[config.mk]
export PLATFORM = sky130hd
export DESIGN_NAME = mul_div_seq_divider
export DESIGN_NICKNAME = d
export VERILOG_FILES = /design/src/rtl/div_pkg.sv /design/src/rtl/div_step.sv /design/src/rtl/mul_div_seq_divider.sv
export SDC_FILE = /design/constraint.sdc
export NUM_CORES = 1
export LEC_CHECK = 0
export ABC_AREA = 1
export BUFFER_PORTS_ARGS = -buffer_cell sky130_fd_sc_hd__clkbuf_2
export CAP_MARGIN = 10
export CORE_AREA = 2 2 203 255
export CTS_CLUSTER_SIZE = 30
export DETAILED_ROUTE_END_ITERATION = 16
export DIE_AREA = 0 0 205 257
export PLACE_DENSITY = 0.79
export SLEW_MARGIN = 10
export SYNTH_ARGS = -nofsm -noshare
export SYNTH_HDL_FRONTEND = slang
export SYNTH_SLANG_ARGS = --single-unit
[constraint.sdc]
create_clock -name clk -period 2.07 [get_ports clk]
set_input_delay 0.207 -clock clk [delete_from_list [all_inputs] [get_ports clk]]
set_output_delay 0.207 -clock clk [all_outputs]
set_load 0.01 [all_outputs]
[src/rtl/div_pkg.sv]
// Shared types and helpers for the sequential integer divider.
package div_pkg;

  localparam int unsigned XLEN_DEFAULT = 64;

  typedef enum logic [1:0] {
    DIV  = 2'b00,
    DIVU = 2'b01,
    REM  = 2'b10,
    REMU = 2'b11
  } div_op_t;

  typedef enum logic [1:0] {
    IDLE = 2'b00,
    CALC = 2'b01,
    FIX  = 2'b10,
    DONE = 2'b11
  } div_state_t;

  // Signed variants take magnitudes and fix the signs afterwards.
  function automatic logic is_signed(input div_op_t op);
    return (op == DIV) || (op == REM);
  endfunction

  // Quotient-producing ops; the rest return the remainder.
  function automatic logic is_quot(input div_op_t op);
    return (op == DIV) || (op == DIVU);
  endfunction

endpackage

[src/rtl/div_step.sv]
// One restoring radix-2 iteration: shift in the next dividend bit, trial-subtract the divisor.
module div_step
  import div_pkg::*;
#(
  parameter int unsigned XLEN = XLEN_DEFAULT
) (
  input  logic [XLEN-1:0] rem,
  input  logic [XLEN-1:0] dividend,
  input  logic [XLEN-1:0] divisor,
  output logic [XLEN-1:0] rem_next,
  output logic [XLEN-1:0] dividend_next
);

  logic [XLEN:0] shifted;
  logic          fits;

  // The running remainder stays below the divisor, so the difference always fits XLEN bits.
  always_comb begin
    shifted = {rem, dividend[XLEN-1]};
    fits    = (shifted >= {1'b0, divisor});
    if (fits) begin
      rem_next      = shifted[XLEN-1:0] - divisor;
      dividend_next = {dividend[XLEN-2:0], 1'b1};
    end else begin
      rem_next      = shifted[XLEN-1:0];
      dividend_next = {dividend[XLEN-2:0], 1'b0};
    end
  end

endmodule

[src/rtl/mul_div_seq_divider.sv]
// Multi-cycle DIV/DIVU/REM/REMU unit with valid/ready handshakes on both sides.
module mul_div_seq_divider
  import div_pkg::*;
#(
  parameter int unsigned XLEN  = XLEN_DEFAULT,
  parameter int unsigned CNT_W = $clog2(XLEN) + 1
) (
  input  logic            clk,
  input  logic            rst_n,
  input  logic            flush,
  input  logic            in_valid,
  output logic            in_ready,
  input  logic [1:0]      op,
  input  logic [XLEN-1:0] A,
  input  logic [XLEN-1:0] B,
  output logic            out_valid,
  input  logic            out_ready,
  output logic [XLEN-1:0] Result,
  output logic            Div_by_zero,
  output logic            Overflow,
  output logic            busy
);

  localparam logic [XLEN-1:0] MOST_NEG = {1'b1, {(XLEN-1){1'b0}}};
  localparam logic [XLEN-1:0] ALL_ONES = {XLEN{1'b1}};

  div_state_t      state_q, state_n;
  div_op_t         op_q, op_n, op_e;
  logic [XLEN-1:0] rem_q, rem_n;
  logic [XLEN-1:0] dvd_q, dvd_n;
  logic [XLEN-1:0] dvs_q, dvs_n;
  logic            neg_quo_q, neg_quo_n;
  logic            neg_rem_q, neg_rem_n;
  logic [CNT_W-1:0] cnt_q, cnt_n;
  logic [XLEN-1:0] result_q, result_n;
  logic            dbz_q, dbz_n;
  logic            ovf_q, ovf_n;
  logic            in_ready_q, in_ready_n;
  logic            out_valid_q, out_valid_n;
  logic            busy_q, busy_n;

  logic [XLEN-1:0] step_rem, step_dvd;
  logic [XLEN-1:0] quo_fix, rem_fix;
  logic            sgn;

  assign op_e = div_op_t'(op);
  assign sgn  = is_signed(op_e);

  div_step #(.XLEN(XLEN)) u_step (
    .rem           (rem_q),
    .dividend      (dvd_q),
    .divisor       (dvs_q),
    .rem_next      (step_rem),
    .dividend_next (step_dvd)
  );

  // Sign correction applied in FIX; the dividend register holds the quotient by then.
  assign quo_fix = neg_quo_q ? (XLEN'(0) - dvd_q) : dvd_q;
  assign rem_fix = neg_rem_q ? (XLEN'(0) - rem_q) : rem_q;

  // Next-state and datapath update; flush overrides everything except reset.
  always_comb begin
    state_n   = state_q;
    op_n      = op_q;
    rem_n     = rem_q;
    dvd_n     = dvd_q;
    dvs_n     = dvs_q;
    neg_quo_n = neg_quo_q;
    neg_rem_n = neg_rem_q;
    cnt_n     = cnt_q;
    result_n  = result_q;
    dbz_n     = dbz_q;
    ovf_n     = ovf_q;

    if (flush) begin
      state_n = IDLE;
    end else begin
      case (state_q)
        IDLE: begin
          if (in_valid) begin
            op_n = op_e;
            if (B == '0) begin
              result_n = is_quot(op_e) ? ALL_ONES : A;
              dbz_n    = 1'b1;
              ovf_n    = 1'b0;
              state_n  = DONE;
            end else if (sgn && (A == MOST_NEG) && (B == ALL_ONES)) begin
              result_n = is_quot(op_e) ? A : '0;
              dbz_n    = 1'b0;
              ovf_n    = 1'b1;
              state_n  = DONE;
            end else begin
              dvd_n     = (sgn && A[XLEN-1]) ? (XLEN'(0) - A) : A;
              dvs_n     = (sgn && B[XLEN-1]) ? (XLEN'(0) - B) : B;
              neg_quo_n = sgn & (A[XLEN-1] ^ B[XLEN-1]);
              neg_rem_n = sgn & A[XLEN-1];
              rem_n     = '0;
              cnt_n     = CNT_W'(XLEN);
              state_n   = CALC;
            end
          end
        end
        CALC: begin
          rem_n = step_rem;
          dvd_n = step_dvd;
          cnt_n = cnt_q - CNT_W'(1);
          if (cnt_q == CNT_W'(1)) begin
            state_n = FIX;
          end
        end
        FIX: begin
          result_n = is_quot(op_q) ? quo_fix : rem_fix;
          dbz_n    = 1'b0;
          ovf_n    = 1'b0;
          state_n  = DONE;
        end
        DONE: begin
          if (out_ready) begin
            state_n = IDLE;
          end
        end
        default: state_n = IDLE;
      endcase
    end

    in_ready_n  = (state_n == IDLE);
    out_valid_n = (state_n == DONE);
    busy_n      = (state_n == CALC) || (state_n == FIX);
  end

  // State, datapath and output registers with synchronous reset.
  always_ff @(posedge clk) begin
    if (!rst_n) begin
      state_q     <= IDLE;
      op_q        <= DIV;
      rem_q       <= '0;
      dvd_q       <= '0;
      dvs_q       <= '0;
      neg_quo_q   <= 1'b0;
      neg_rem_q   <= 1'b0;
      cnt_q       <= '0;
      result_q    <= '0;
      dbz_q       <= 1'b0;
      ovf_q       <= 1'b0;
      in_ready_q  <= 1'b1;
      out_valid_q <= 1'b0;
      busy_q      <= 1'b0;
    end else begin
      state_q     <= state_n;
      op_q        <= op_n;
      rem_q       <= rem_n;
      dvd_q       <= dvd_n;
      dvs_q       <= dvs_n;
      neg_quo_q   <= neg_quo_n;
      neg_rem_q   <= neg_rem_n;
      cnt_q       <= cnt_n;
      result_q    <= result_n;
      dbz_q       <= dbz_n;
      ovf_q       <= ovf_n;
      in_ready_q  <= in_ready_n;
      out_valid_q <= out_valid_n;
      busy_q      <= busy_n;
    end
  end

  assign in_ready    = in_ready_q;
  assign out_valid   = out_valid_q;
  assign busy        = busy_q;
  assign Result      = result_q;
  assign Div_by_zero = dbz_q;
  assign Overflow    = ovf_q;

endmodule

==> out/metrics.cfg, run 1 <==
[status]
run_status = stopped before the end
stop_stage = 5_1_grt
error_line = [ERROR GRT-0116] Global routing finished with congestion. Check the congestion regions in the DRC Viewer.

[grt]
grt_util_all_layers_pct = 83.2
grt_start_max_net_pins = 92
grt_pass1_wl_um = 347000
grt_overflow_total = 1535
grt_pass1_vias = 52800

[die]
start_util_pct = 56.7
die_h_um = 257
row_count = 92
die_x_um = 205
ios = 204

[synth]
ys_ff_latch = 273
async_flop_share_pct = 0
synth_flop_cell = dfxtp_1
syn_area_per_cell_um2 = 5.31
synth-edff-count = 0
synth_nets = 5575
ys_types = 51
yosysSeqAreaShare_pct = 19.2
yosysWarnings = 0
netlist_instances = 5366
synth.cell_area_mm2 = 0.0285

[clock_network]
cts_buffers = 31
clockBufferDepth = 3
cts_max_level = 1
cts.sinks = 273
clockRootBuffer = clkbuf_16

[placement]
port_buffers = 203
dp_cells = 7092
hpwl_um = 118000
gp_congestion = 1.30

==> synth_stat cells, drive strengths merged (2+ instances only) <==
| library cell | count | area share (%) |
|---|---|---|
| nand2 | 1655 | 22 |
| clkbuf | 118 | 1.6 |
| xnor2 | 35 | 1.1 |
| nand3b | 30 | 0.79 |
| nor2 | 811 | 11 |
| buf | 83 | 1.8 |
| and3 | 2 | 0.044 |
| nand3 | 549 | 9.8 |
| o21ai | 395 | 7.0 |
| dfxtp | 273 | 19 |
| o31ai | 7 | 0.18 |
| nor3b | 2 | 0.053 |
| and2 | 7 | 0.15 |
| o211ai | 5 | 0.13 |
| nor3 | 52 | 0.91 |
| a21o | 5 | 0.13 |
| ha | 73 | 3.2 |
| o21a | 3 | 0.079 |
| or2 | 10 | 0.22 |
| nand4 | 86 | 2.0 |
| nor4 | 7 | 0.15 |
| o21bai | 17 | 0.45 |
| xor2 | 70 | 2.2 |
| clkinv | 4 | 0.057 |
| a21oi | 341 | 6.1 |
| inv | 690 | 9.1 |
| o22ai | 30 | 0.66 |
==> repair_timing <==
action / in CTS
gates cloned: 20
endpoints found under the hold margin: 8
hold buffers: 2
gates resized for setup: 860
buffers inserted: 95
pin swaps: 223
endpoints found under the setup margin: 171
==> cells by family after synthesis <==
group,count (synthesis),share of synthesized area (%)
simple gates,3211,46.9
xor+xnor,105,3.23
compound gates,808,14.9
fa+ha+maj,74,3.28
buf+inv,895,12.5
flops,273,19.2
==> per-stage QoR <==
stage          setup WS (ns)  area, µm²
3_3_place_gp          -0.771      38300
2_1_floorplan        0.00200      28900
3_5_place_dp          -0.803      38300
4_1_cts               -0.325      43600
==> routing by layer <==
| metal | GRT overflow | GRT usage (%) |
|---|---|---|
| met1 | 29 | 79.1 |
| met2 | 1027 | 104 |
| met3 | 22 | 65.1 |
| met4 | 451 | 87.6 |
| met5 | 6 | 34.7 |
==> inputs of run 2 (changes only) <==
--- a/config.mk
+++ b/config.mk
@@ -8,11 +8,10 @@
 export ABC_AREA = 1
 export BUFFER_PORTS_ARGS = -buffer_cell sky130_fd_sc_hd__clkbuf_2
 export CAP_MARGIN = 10
-export CORE_AREA = 2 2 203 255
-export CTS_CLUSTER_SIZE = 30
+export CORE_AREA = 2 2 270 272
 export DETAILED_ROUTE_END_ITERATION = 16
-export DIE_AREA = 0 0 205 257
-export PLACE_DENSITY = 0.79
+export DIE_AREA = 0 0 272 274
+export PLACE_DENSITY_LB_ADDON = 0.15
 export SLEW_MARGIN = 10
 export SYNTH_ARGS = -nofsm -noshare
 export SYNTH_HDL_FRONTEND = slang
==> constraint.sdc (replaced) <==
create_clock -name clk -period 2.69 [get_ports clk]
set_input_delay 0.269 -clock clk [delete_from_list [all_inputs] [get_ports clk]]
set_output_delay 0.269 -clock clk [all_outputs]
set_load 0.01 [all_outputs]
==> out/metrics.cfg, run 2 <==
[sta]
final_max_slew_viol_count = 0
tightest_slew_ns = 0.895
setup_violations = 0
min_period_ns = 2.64
finalCritPeriodShare_pct = 98.3
clock_skew_ns = 0.0424
tns_ns = 0
timing.fmax_mhz = 378
final-hold-violation-count = 0
maxSlewHeadroom_pct = 39.7

[synth]
synth_flop_cell = dfxtp_1
synth-edff-count = 0
netlist_instances = 5366
async_flop_share_pct = 0
synth.cell_area_mm2 = 0.0285
synth_top_area_cell = nand2_1
yosysWarnings = 0
ys_ff_latch = 273
ys_types = 51
synthMostInstantiatedCell = nand2_1
syn_area_per_cell_um2 = 5.31
synthTopCellsByArea = nand2_1 22%, dfxtp_1 19%, nor2_1 10%
synth_nets = 5575
yosys.area.top_type_share_pct = 21.6
synth_common_cells = 1641 x nand2_1, 793 x nor2_1, 682 x inv_1
yosysSeqAreaShare_pct = 19.2

[worst_setup_path]
path_class = flop to flop
crit_path_max_fanout = 5
arrival_ns = 3.09
crit_path_end_kind = flop
required_ns = 3.13
reg2reg_slack_ns = 0.05
r2r_cells = 11
startpoint_type = flop

[clock_network]
clockBufferDepth = 3
clk_pin_slew_ns = 0.06
cts_tree = yes
cts_buffers = 37
clk_latency_ns = 0.60
cts_max_level = 2
clockRootBuffer = clkbuf_16
cts.sinks = 273

[finish]
final_cell_mix = 1615 x nand2_1, 755 x nor2_1, 665 x inv_1
n_fill_cell = 8074
mostFrequentLayoutCell = nand2_1
drive_gt1_share_pct = 17.6
regArea_mm2 = 0.00548
finalInstanceArea_mm2 = 0.0366
multi_input_area_mm2 = 0.0202
fin_nets = 6195
area_delta_synth_final_pct = 28.4

[grt]
grt_util_all_layers_pct = 39.6
antenna_found_initial = 3
grt_pass1_vias = 34800
grt_start_max_net_pins = 89
grt_overflow_total = 0
use_met1_pct = 47.7
busiest_layer = met2
use_met2_pct = 66.3
grtUsageMet3_pct = 4.69
grt_pass1_wl_um = 220000

[routing]
drc = 0
vias = 37300
wl_per_cell_um = 22.0
dr.first_iter.drc_count = 3447
ant_nets = 0
dr.pass1.iters = 6
drt_wl_total_um = 153000
viasPerCell = 5.36

[power]
fin_total_pwr_uw = 15000
p_leak_uw = 0.0187
worst_ir_drop_vdd_mv = 0.480
p_per_area_mw_per_mm2 = 409

[die]
start_util_pct = 39.6
die-area_mm2 = 0.0745
row_count = 99
coreArea_mm2 = 0.0720
ios = 204
die_h_um = 274
die_x_um = 272

[worst_hold_path]
hold_path.class = primary input to flop
holdPathStages = 4

[placement]
port_buffers = 203
placed_area_mm2 = 0.0345
hpwl_um = 125000
gp_congestion = 1.07

[flow_run]
drv_cap = 0

[status]
run_status = completed

## run 2: cell counts after synthesis
Identical to the previous run, type by type.
## run 2: cell type report
| cell class | count | share of cell area [%] |
|---|---|---|
| multi-input cells | 4198 | 55.1 |
| repair buffers | 782 | 16.1 |
| flip-flops and latches | 273 | 15.0 |
| inverters | 694 | 7.13 |
| well taps | 959 | 3.28 |
| clock buffers | 51 | 2.90 |
| clock inverters | 11 | 0.537 |
| diodes | 1 | 0.00684 |
## run 2: power by group
part	total [µW]	switching, µW	internal, µW
Clock	5330	2180	3150
Sequential	4400	155	4240
Combinational	5230	3380	1850
Total	15000	5720	9240
## run 2: per-stage QoR
| step | utilization (%) | hold WS, ns | cells | worst slack [ns] |
|---|---|---|---|---|
| after global routing | 50.8 | 0.0863 | 6969 | -0.0102 |
| after floorplan | - | 0.430 | 5366 | 0.498 |
| after detailed placement | 48.0 | 0.457 | 6902 | -0.154 |
| after CTS | 49.8 | 0.0431 | 6964 | 0.00127 |
| after global placement | 48.0 | 0.454 | 6902 | -0.139 |
| final | 50.8 | 0.0456 | 6969 | 0.0451 |
## run 2: path summary, 6_finish.rpt
kind                  from   endpoint
setup / recovery  rem_q[1]  rem_q[19]
setup reg to reg  rem_q[1]  rem_q[19]
hold reg to reg   Overflow   Overflow
hold / removal        B[0]   dvs_q[0]
## run 2: cells by family (layout without fill, tap and decap cells)
| logic type | count (synthesis) | after routing | share of synthesized area [%] |
|---|---|---|---|
| buffers and inverters | 895 | 1538 | 12.5 |
| AND/OR/NAND/NOR | 3211 | 3211 | 46.9 |
| adder cells (fa/ha/maj) | 74 | 74 | 3.28 |
| flip-flops | 273 | 273 | 19.2 |
| XOR/XNOR | 105 | 105 | 3.23 |
| other | 0 | 1 | 0 |
| AO/OA/AOI/OAI | 808 | 808 | 14.9 |
## run 2: per-layer routing
layer	routed length, µm	vias to the layer above
li1	-	18400
met1	60700	17100
met2	70100	1486
met3	10000	366
met4	12100	4
met5	28	-
## run 2: critical path, stage by stage, from the launching register on
cell and delay, ns:
dfxtp_1 0.31, buf_4 0.14, ha_1 0.38, or2_2 0.32
and2_1 0.24, nand3_1 0.12, nand3b_1 0.21, buf_4 0.21
xnor2_1 0.33, nand2_1 0.11, nand3_1 0.08, a21oi_1 0.06
## run 2: repair_timing
item	in CTS	in global routing
gates resized for setup	12	147
hold buffers	0	0
cloned	0	2
pin swaps	0	6
setup buffers	0	2
endpoints found under the setup margin	62	86
Note: power is estimated with default switching activity, not from simulation.
